<file path="config.mk">
export PLATFORM = sky130hd
export DESIGN_NAME = hidden_writeback
export DESIGN_NICKNAME = d
export VERILOG_FILES = /design/src/rtl/hidden_wb_pkg.sv /design/src/rtl/hidden_wb_buf.sv /design/src/rtl/hidden_writeback.sv
export SDC_FILE = /design/constraint.sdc
export NUM_CORES = 1
export LEC_CHECK = 0
export ABC_AREA = 1
export BUFFER_PORTS_ARGS = -buffer_cell sky130_fd_sc_hd__buf_2
export CELL_PAD_IN_SITES_DETAIL_PLACEMENT = 1
export CELL_PAD_IN_SITES_GLOBAL_PLACEMENT = 1
export CORE_UTILIZATION = 49
export CTS_BUF_LIST = sky130_fd_sc_hd__clkbuf_4 sky130_fd_sc_hd__clkbuf_8
export DETAILED_ROUTE_END_ITERATION = 10
export GPL_ROUTABILITY_DRIVEN = 0
export PLACE_DENSITY_LB_ADDON = 0.05
export SLEW_MARGIN = 20
export SYNTH_ARGS = -nofsm -noshare
export SYNTH_HDL_FRONTEND = slang
export SYNTH_SLANG_ARGS = --single-unit
</file>
<file path="constraint.sdc">
create_clock -name sys_clk -period 5.67 [get_ports sys_clk]
set_input_delay 0.2835 -clock sys_clk [delete_from_list [all_inputs] [get_ports sys_clk]]
set_output_delay 0.2835 -clock sys_clk [all_outputs]
set_load 0.01 [all_outputs]
</file>
<file path="src/rtl/hidden_wb_pkg.sv">
// hidden_wb_pkg
//   Shared types and constants for the hidden-state writeback block.
//   - state_e      : writeback FSM state encoding (3 bits)
//   - HW_*         : default geometry used as parameter defaults by the top
//   - HW_LAST_IDX  : last element index (HIDDEN-1) for the default geometry
package hidden_wb_pkg;

  typedef enum logic [2:0] {
    IDLE      = 3'd0,
    COLLECT   = 3'd1,
    WRITE_MEM = 3'd2,
    CELL_REQ  = 3'd3,
    FEED      = 3'd4,
    FINISH    = 3'd5
  } state_e;

  localparam int HW_FEATURE_BITS = 4;
  localparam int HW_ELEMENT_BITS = 8;
  localparam int HW_ADDR_BITS    = 8;
  localparam int HW_HIDDEN       = 4'b1000;

  localparam logic [HW_FEATURE_BITS-1:0] HW_LAST_IDX = HW_FEATURE_BITS'(HW_HIDDEN - 1);

endpackage

</file>
<file path="src/rtl/hidden_wb_buf.sv">
// hidden_wb_buf
//   DEPTH x DATA_BITS register file holding one timestep of hidden elements.
//   Ports:
//     clk_i    : clock, rising edge
//     we_i     : write enable
//     waddr_i  : write index
//     wdata_i  : write data
//     raddr_i  : read index (combinational read)
//     rdata_o  : read data, 0 for an index outside 0..DEPTH-1
//   Contents are never reset; they are only meaningful after being written.
module hidden_wb_buf #(
  parameter int DEPTH     = 8,
  parameter int IDX_BITS  = 4,
  parameter int DATA_BITS = 8
) (
  input  logic                 clk_i,
  input  logic                 we_i,
  input  logic [IDX_BITS-1:0]  waddr_i,
  input  logic [DATA_BITS-1:0] wdata_i,
  input  logic [IDX_BITS-1:0]  raddr_i,
  output logic [DATA_BITS-1:0] rdata_o
);

  logic [DEPTH-1:0][DATA_BITS-1:0] words;

  for (genvar gi = 0; gi < DEPTH; gi++) begin : g_entry
    logic [DATA_BITS-1:0] entry_q;

    always_ff @(posedge clk_i) begin
      if (we_i && (waddr_i == IDX_BITS'(gi))) begin
        entry_q <= wdata_i;
      end
    end

    assign words[gi] = entry_q;
  end

  always_comb begin
    rdata_o = '0;
    for (int i = 0; i < DEPTH; i++) begin
      if (raddr_i == IDX_BITS'(i)) begin
        rdata_o = words[i];
      end
    end
  end

endmodule

</file>
<file path="src/rtl/hidden_writeback.sv">
// hidden_writeback
//   Captures HIDDEN elements from the PE array, writes them to main memory
//   at base_address+idx, replays them into the input buffer's cell-load port,
//   then pulses start_load_input/done.
//   Optional build macro: HIDDEN_WB_DROP_FLAG_EN adds the sticky drop_err
//   output, flagging PE beats that arrive while not collecting.
//   Ports:
//     sys_clk, reset             : clock and asynchronous active-high reset
//     start, base_address        : arm one timestep, memory base for element 0
//     pe_valid, pe_data_out      : element stream from the PE array
//     main_mem_busy              : memory write stall
//     main_mem_we/address/data_in: memory write port
//     load_cell                  : one-cycle pulse ahead of the cell stream
//     cell_out_data_in, hidden_address : recurrent element and its index
//     start_load_input, done     : end-of-timestep pulses
//     busy                       : high whenever not IDLE
//     drop_err                   : (optional) sticky dropped-beat flag
module hidden_writeback
  import hidden_wb_pkg::*;
#(
  parameter int FEATURE_BITS = HW_FEATURE_BITS,
  parameter int ELEMENT_BITS = HW_ELEMENT_BITS,
  parameter int ADDR_BITS    = HW_ADDR_BITS,
  parameter int HIDDEN       = HW_HIDDEN
) (
  input  logic                    sys_clk,
  input  logic                    reset,
  input  logic                    start,
  input  logic [ADDR_BITS-1:0]    base_address,
  input  logic                    pe_valid,
  input  logic [ELEMENT_BITS-1:0] pe_data_out,
  input  logic                    main_mem_busy,
  output logic                    main_mem_we,
  output logic [ADDR_BITS-1:0]    main_mem_address,
  output logic [ELEMENT_BITS-1:0] main_mem_data_in,
  output logic                    load_cell,
  output logic [ELEMENT_BITS-1:0] cell_out_data_in,
  output logic [FEATURE_BITS-1:0] hidden_address,
  output logic                    start_load_input,
  output logic                    busy,
`ifdef HIDDEN_WB_DROP_FLAG_EN
  output logic                    drop_err,
`endif
  output logic                    done
);

  localparam logic [FEATURE_BITS-1:0] LAST_IDX = FEATURE_BITS'(HIDDEN - 1);

  state_e                  state_q, state_d;
  logic [FEATURE_BITS-1:0] idx_q, idx_d;
  logic [ADDR_BITS-1:0]    base_q, base_d;
  logic                    buf_we;
  logic [ELEMENT_BITS-1:0] rd_data;
  logic                    idx_last;

  assign idx_last = (idx_q == LAST_IDX);

  // Single index register serves capture, writeback and feed; each phase
  // restarts it at 0, so one read port on the buffer is enough.
  hidden_wb_buf #(
    .DEPTH    (HIDDEN),
    .IDX_BITS (FEATURE_BITS),
    .DATA_BITS(ELEMENT_BITS)
  ) u_buf (
    .clk_i  (sys_clk),
    .we_i   (buf_we),
    .waddr_i(idx_q),
    .wdata_i(pe_data_out),
    .raddr_i(idx_q),
    .rdata_o(rd_data)
  );

  always_ff @(posedge sys_clk or posedge reset) begin
    if (reset) begin
      state_q <= IDLE;
      idx_q   <= '0;
      base_q  <= '0;
    end else begin
      state_q <= state_d;
      idx_q   <= idx_d;
      base_q  <= base_d;
    end
  end

  always_comb begin
    state_d = state_q;
    idx_d   = idx_q;
    base_d  = base_q;
    buf_we  = 1'b0;
    case (state_q)
      IDLE: begin
        if (start) begin
          base_d  = base_address;
          idx_d   = '0;
          state_d = COLLECT;
        end
      end
      COLLECT: begin
        if (pe_valid) begin
          buf_we = 1'b1;
          if (idx_last) begin
            idx_d   = '0;
            state_d = WRITE_MEM;
          end else begin
            idx_d = idx_q + 1'b1;
          end
        end
      end
      WRITE_MEM: begin
        // The stall only gates the index; address/data follow idx_q and so
        // stay put while main_mem_busy is high.
        if (!main_mem_busy) begin
          if (idx_last) begin
            idx_d   = '0;
            state_d = CELL_REQ;
          end else begin
            idx_d = idx_q + 1'b1;
          end
        end
      end
      CELL_REQ: begin
        state_d = FEED;
      end
      FEED: begin
        if (idx_last) begin
          idx_d   = '0;
          state_d = FINISH;
        end else begin
          idx_d = idx_q + 1'b1;
        end
      end
      FINISH: begin
        state_d = IDLE;
      end
      default: begin
        state_d = IDLE;
        idx_d   = '0;
      end
    endcase
  end

  assign main_mem_we      = (state_q == WRITE_MEM);
  assign main_mem_address = main_mem_we ? (base_q + ADDR_BITS'(idx_q)) : '0;
  assign main_mem_data_in = main_mem_we ? rd_data : '0;
  assign load_cell        = (state_q == CELL_REQ);
  assign cell_out_data_in = (state_q == FEED) ? rd_data : '0;
  assign hidden_address   = (state_q == FEED) ? idx_q : '0;
  assign start_load_input = (state_q == FINISH);
  assign done             = (state_q == FINISH);
  assign busy             = (state_q != IDLE);

`ifdef HIDDEN_WB_DROP_FLAG_EN
  logic drop_q, drop_d;

  // Accepting a start clears the flag even if a beat arrives in that cycle.
  always_comb begin
    drop_d = drop_q;
    if ((state_q == IDLE) && start) begin
      drop_d = 1'b0;
    end else if (pe_valid && (state_q != COLLECT)) begin
      drop_d = 1'b1;
    end
  end

  always_ff @(posedge sys_clk or posedge reset) begin
    if (reset) begin
      drop_q <= 1'b0;
    end else begin
      drop_q <= drop_d;
    end
  end

  assign drop_err = drop_q;
`endif

endmodule

</file>
==> results.md <==
* Post-route cell area at 4350 sq um
* Antenna fix cells at 0
* Top fanout value on the critical path at 17
* Initial antenna violation count at 0
* Net count after synthesis at 419
* Data arrival time of the critical path at 2640 ps
* Setup_tns at 0 ps
* Die area at 8210 sq um
* Kind of cell adding the most delay to the critical path: buffers and inverters
* Cell Int Power at 1160 uW
* Antenna-violating nets left at 0
* Tmin final at 2930 ps
* Detail-routed via count per cell at 5.33
* Yosys warning total at 0
* Instance count of the mapped netlist at 389
* Final core occ at 0.588
* Layout-stage area growth over the synthesis result at 13.2%
* Total via count after detailed routing at 2,904
* IO buf count at 53
* Leakage power figure at 0.00192 uW
* Actual slew at the worst max-slew pin at 839 ps
* Power spent charging and discharging nets at 797 uW
* Worst hold path class: primary input to async pin
* Internal reg-to-reg setup slack at 3130 ps
* Slowest-stage cell, CP: sky130_fd_sc_hd__dfrtp_1
* Most used cells in the layout excluding fill and tap cells: sky130_fd_sc_hd__nand2_1, sky130_fd_sc_hd__edfxtp_1, sky130_fd_sc_hd__nor2_1
* Hold buffer count at cts at 0
* Status: finished, final reports clean
* Count of unique library cells instantiated by Yosys at 29
* TritonCTS buffer count at 9
* Cts repair resizes at 0
* Seq pwr share at 0.380
* Clock Tree Buf Depth at 2
* Final setup violation count at 0
* Postcts setup bufs at 0
* Mean area per synthesized cell at 9.89 sq um
* Area of placed instances at 4150 sq um
* Crit-path cells: inv_1, ha_1, inv_2, nor3_2, inv_2, nand4_1, nand2_1, nand2_1, nand2_1, nor2_1, buf_2
* Hold slack final at 25.1 ps
* 1st-iter DRT viols at 149
* Data required time at the worst endpoint at 5390 ps
* Overall overflow remaining after global route at 0
* Combinational share of power at 0.405
* Count of buffer and inverter cells on the critical path at 4
* Initial cell density of the core at 0.519
* Layout net count at 471
* Num ports at 54
* Max cap viols at 0
* Hold violation count in the final report at 0
* Critical Path Source Type: flop
* Core area at 7410 sq um
* Nature of the critical path endpoint: output pin
* Count of standard-cell rows at 31
* FF+latch count, synth at 79
* Number of design rule violations left after detail routing at 0
* CTS tree: done
* Total wire length after detailed routing at 9440 um
* Netlist area before placement at 3850 sq um
* Wire length per cell after detailed routing at 17.3 um
* Vertical die dimension at 90.6 um
* Non-filler cells in the finished layout at 545
* Maximum resistive drop on vdd at 0.000223 V
* Source-to-sink clock delay at the later pin of the worst-skew pair at 340 ps
* Pre-Repair DR Iteration Count at 5
* Fraction of layout instances using a drive strength above 1 at 0.211
* Part of the Yosys area used for sequential elements at 0.597
* GRT Util Overall at 0.247
* Number of pins with negative max-slew slack in the final report at 0
* Post-detailed-placement half-perimeter wirelength at 6820 um
* Maximum number of pins on one net before global-route repair at 28
* CTS sink count at 79
* Final critical-path share of the clock period at 0.516
* Delay of the slowest cell on the worst path at 470 ps
* RSZ-0062 raised after global routing: no
* CTS Root Cell: sky130_fd_sc_hd__clkbuf_8
* Power per cell area at 450 nW/um^2
* Instance count after placement with tap cells included at 529
* Die X at 90.6 um
* Commonest non-fill, non-tap cell in the layout: sky130_fd_sc_hd__nand2_1
* First-pass GRT wire length at 15,500 um
* Via count of the first global-routing pass at 2,999
* Clock share of power at 0.215
* Sw Share at 0.406
* Number of levels the H-tree was split into at 3
* Clock-pin slew of the registers on the worst-case setup and hold paths at 80 ps
* Upper clock frequency limit at 0.342 GHz
* Setup Crit Path Kind: flop to output pin
* Cell type with the highest occurrence count on the critical path: sky130_fd_sc_hd__nand2_1
* Worst slew margin at 0.438
* Max Clock Skew at 9.69 ps
## through the flow
| stage | setup WS [ps] | power (uW) |
|---|---|---|
| 6_report | 2740 | 1960 |
| 4_1_cts | 2720 | 1970 |
| 2_1_floorplan | 3450 | 1290 |
| 3_5_place_dp | 3110 | 1550 |
| 3_3_place_gp | 3230 | 1510 |
| 5_1_grt | 2480 | 2100 |
## sequential cells by signal, summed over array words and instances, names as in the netlist
signal / flops
u_buf.g_entry.entry_q: 64
base_q: 8
idx_q: 4
state_q: 3
## path summary, 6_finish.rpt
kind,start,end,cells after the start
min reg2reg,base_q[3]$_DFFE_PP0P_,base_q[3]$_DFFE_PP0P_,1
min,reset,base_q[1]$_DFFE_PP0P_,2
min in group sys_clk,base_address[1],base_q[1]$_DFFE_PP0P_,2
max reg2reg,idx_q[1]$_DFFE_PP0P_,u_buf.g_entry[5].entry_q[7]$_DFFE_PP_,6
max in group asynchronous,reset,idx_q[3]$_DFFE_PP0P_,2
max,idx_q[1]$_DFFE_PP0P_,cell_out_data_in[0],11
## cell families after synthesis
logic type | count (synthesis) | synth area share
adder cells (fa/ha/maj) | 9 | 0.0312
AND/OR/NAND/NOR | 221 | 0.262
AO/OA/AOI/OAI | 19 | 0.0257
flip-flops | 79 | 0.597
buffers and inverters | 54 | 0.0637
XOR/XNOR | 1 | 0.00228
multiplexers | 6 | 0.0176
## cells in the mapped netlist
master / count / area [sq um]
sky130_fd_sc_hd__dfrtp_1: 15 / 375
sky130_fd_sc_hd__o22ai_1: 1 / 6.26
sky130_fd_sc_hd__clkbuf_1: 2 / 7.51
sky130_fd_sc_hd__nor4_1: 1 / 6.26
sky130_fd_sc_hd__a21oi_1: 8 / 40.0
sky130_fd_sc_hd__nand2_2: 1 / 6.26
sky130_fd_sc_hd__nor3_4: 1 / 16.3
sky130_fd_sc_hd__mux2_2: 6 / 67.6
sky130_fd_sc_hd__or2_2: 8 / 50.1
sky130_fd_sc_hd__nand3b_1: 8 / 60.1
sky130_fd_sc_hd__inv_2: 5 / 18.8
sky130_fd_sc_hd__o21ai_0: 9 / 45.0
sky130_fd_sc_hd__nor2_8: 1 / 20.0
sky130_fd_sc_hd__a22oi_1: 1 / 7.51
sky130_fd_sc_hd__xor2_1: 1 / 8.76
sky130_fd_sc_hd__nand3_2: 1 / 10.0
sky130_fd_sc_hd__buf_2: 4 / 20.0
sky130_fd_sc_hd__edfxtp_1: 64 / 1920
sky130_fd_sc_hd__nor3_2: 1 / 10.0
sky130_fd_sc_hd__buf_6: 3 / 33.8
sky130_fd_sc_hd__nor3_1: 1 / 5.00
sky130_fd_sc_hd__fa_1: 1 / 20.0
sky130_fd_sc_hd__nor2_1: 59 / 221
sky130_fd_sc_hd__buf_4: 4 / 30.0
sky130_fd_sc_hd__nand2_1: 92 / 345
sky130_fd_sc_hd__nand3_1: 28 / 140
sky130_fd_sc_hd__ha_1: 8 / 100
sky130_fd_sc_hd__inv_1: 36 / 135
sky130_fd_sc_hd__nand4_1: 19 / 119
## area by class of cell
cell class	instances	area (sq um)
clock buffer	10	131
clock inverter	6	70.1
fill	863	3050
inverter	41	154
multi-input combinational	256	1310
sequential	79	2300
tap	99	124
timing repair buffer	54	273
## per-layer routing
| layer | wire [um] | global-route usage |
|---|---|---|
| met1 | 4360 | 0.334 |
| met2 | 4750 | 0.415 |
| met3 | 271 | 0.0320 |
| met4 | 63 | 0.0753 |
| met5 | 0 | 0 |
## power by group through the flow
stage	logic [uW]	clock network [uW]	registers, uW
after floorplan	558	0	735
after global placement	755	0	750
after detailed placement	796	0	757
after CTS	801	427	744
after global routing	898	451	752
final	794	423	745
Note: power is estimated with default switching activity, not from simulation.
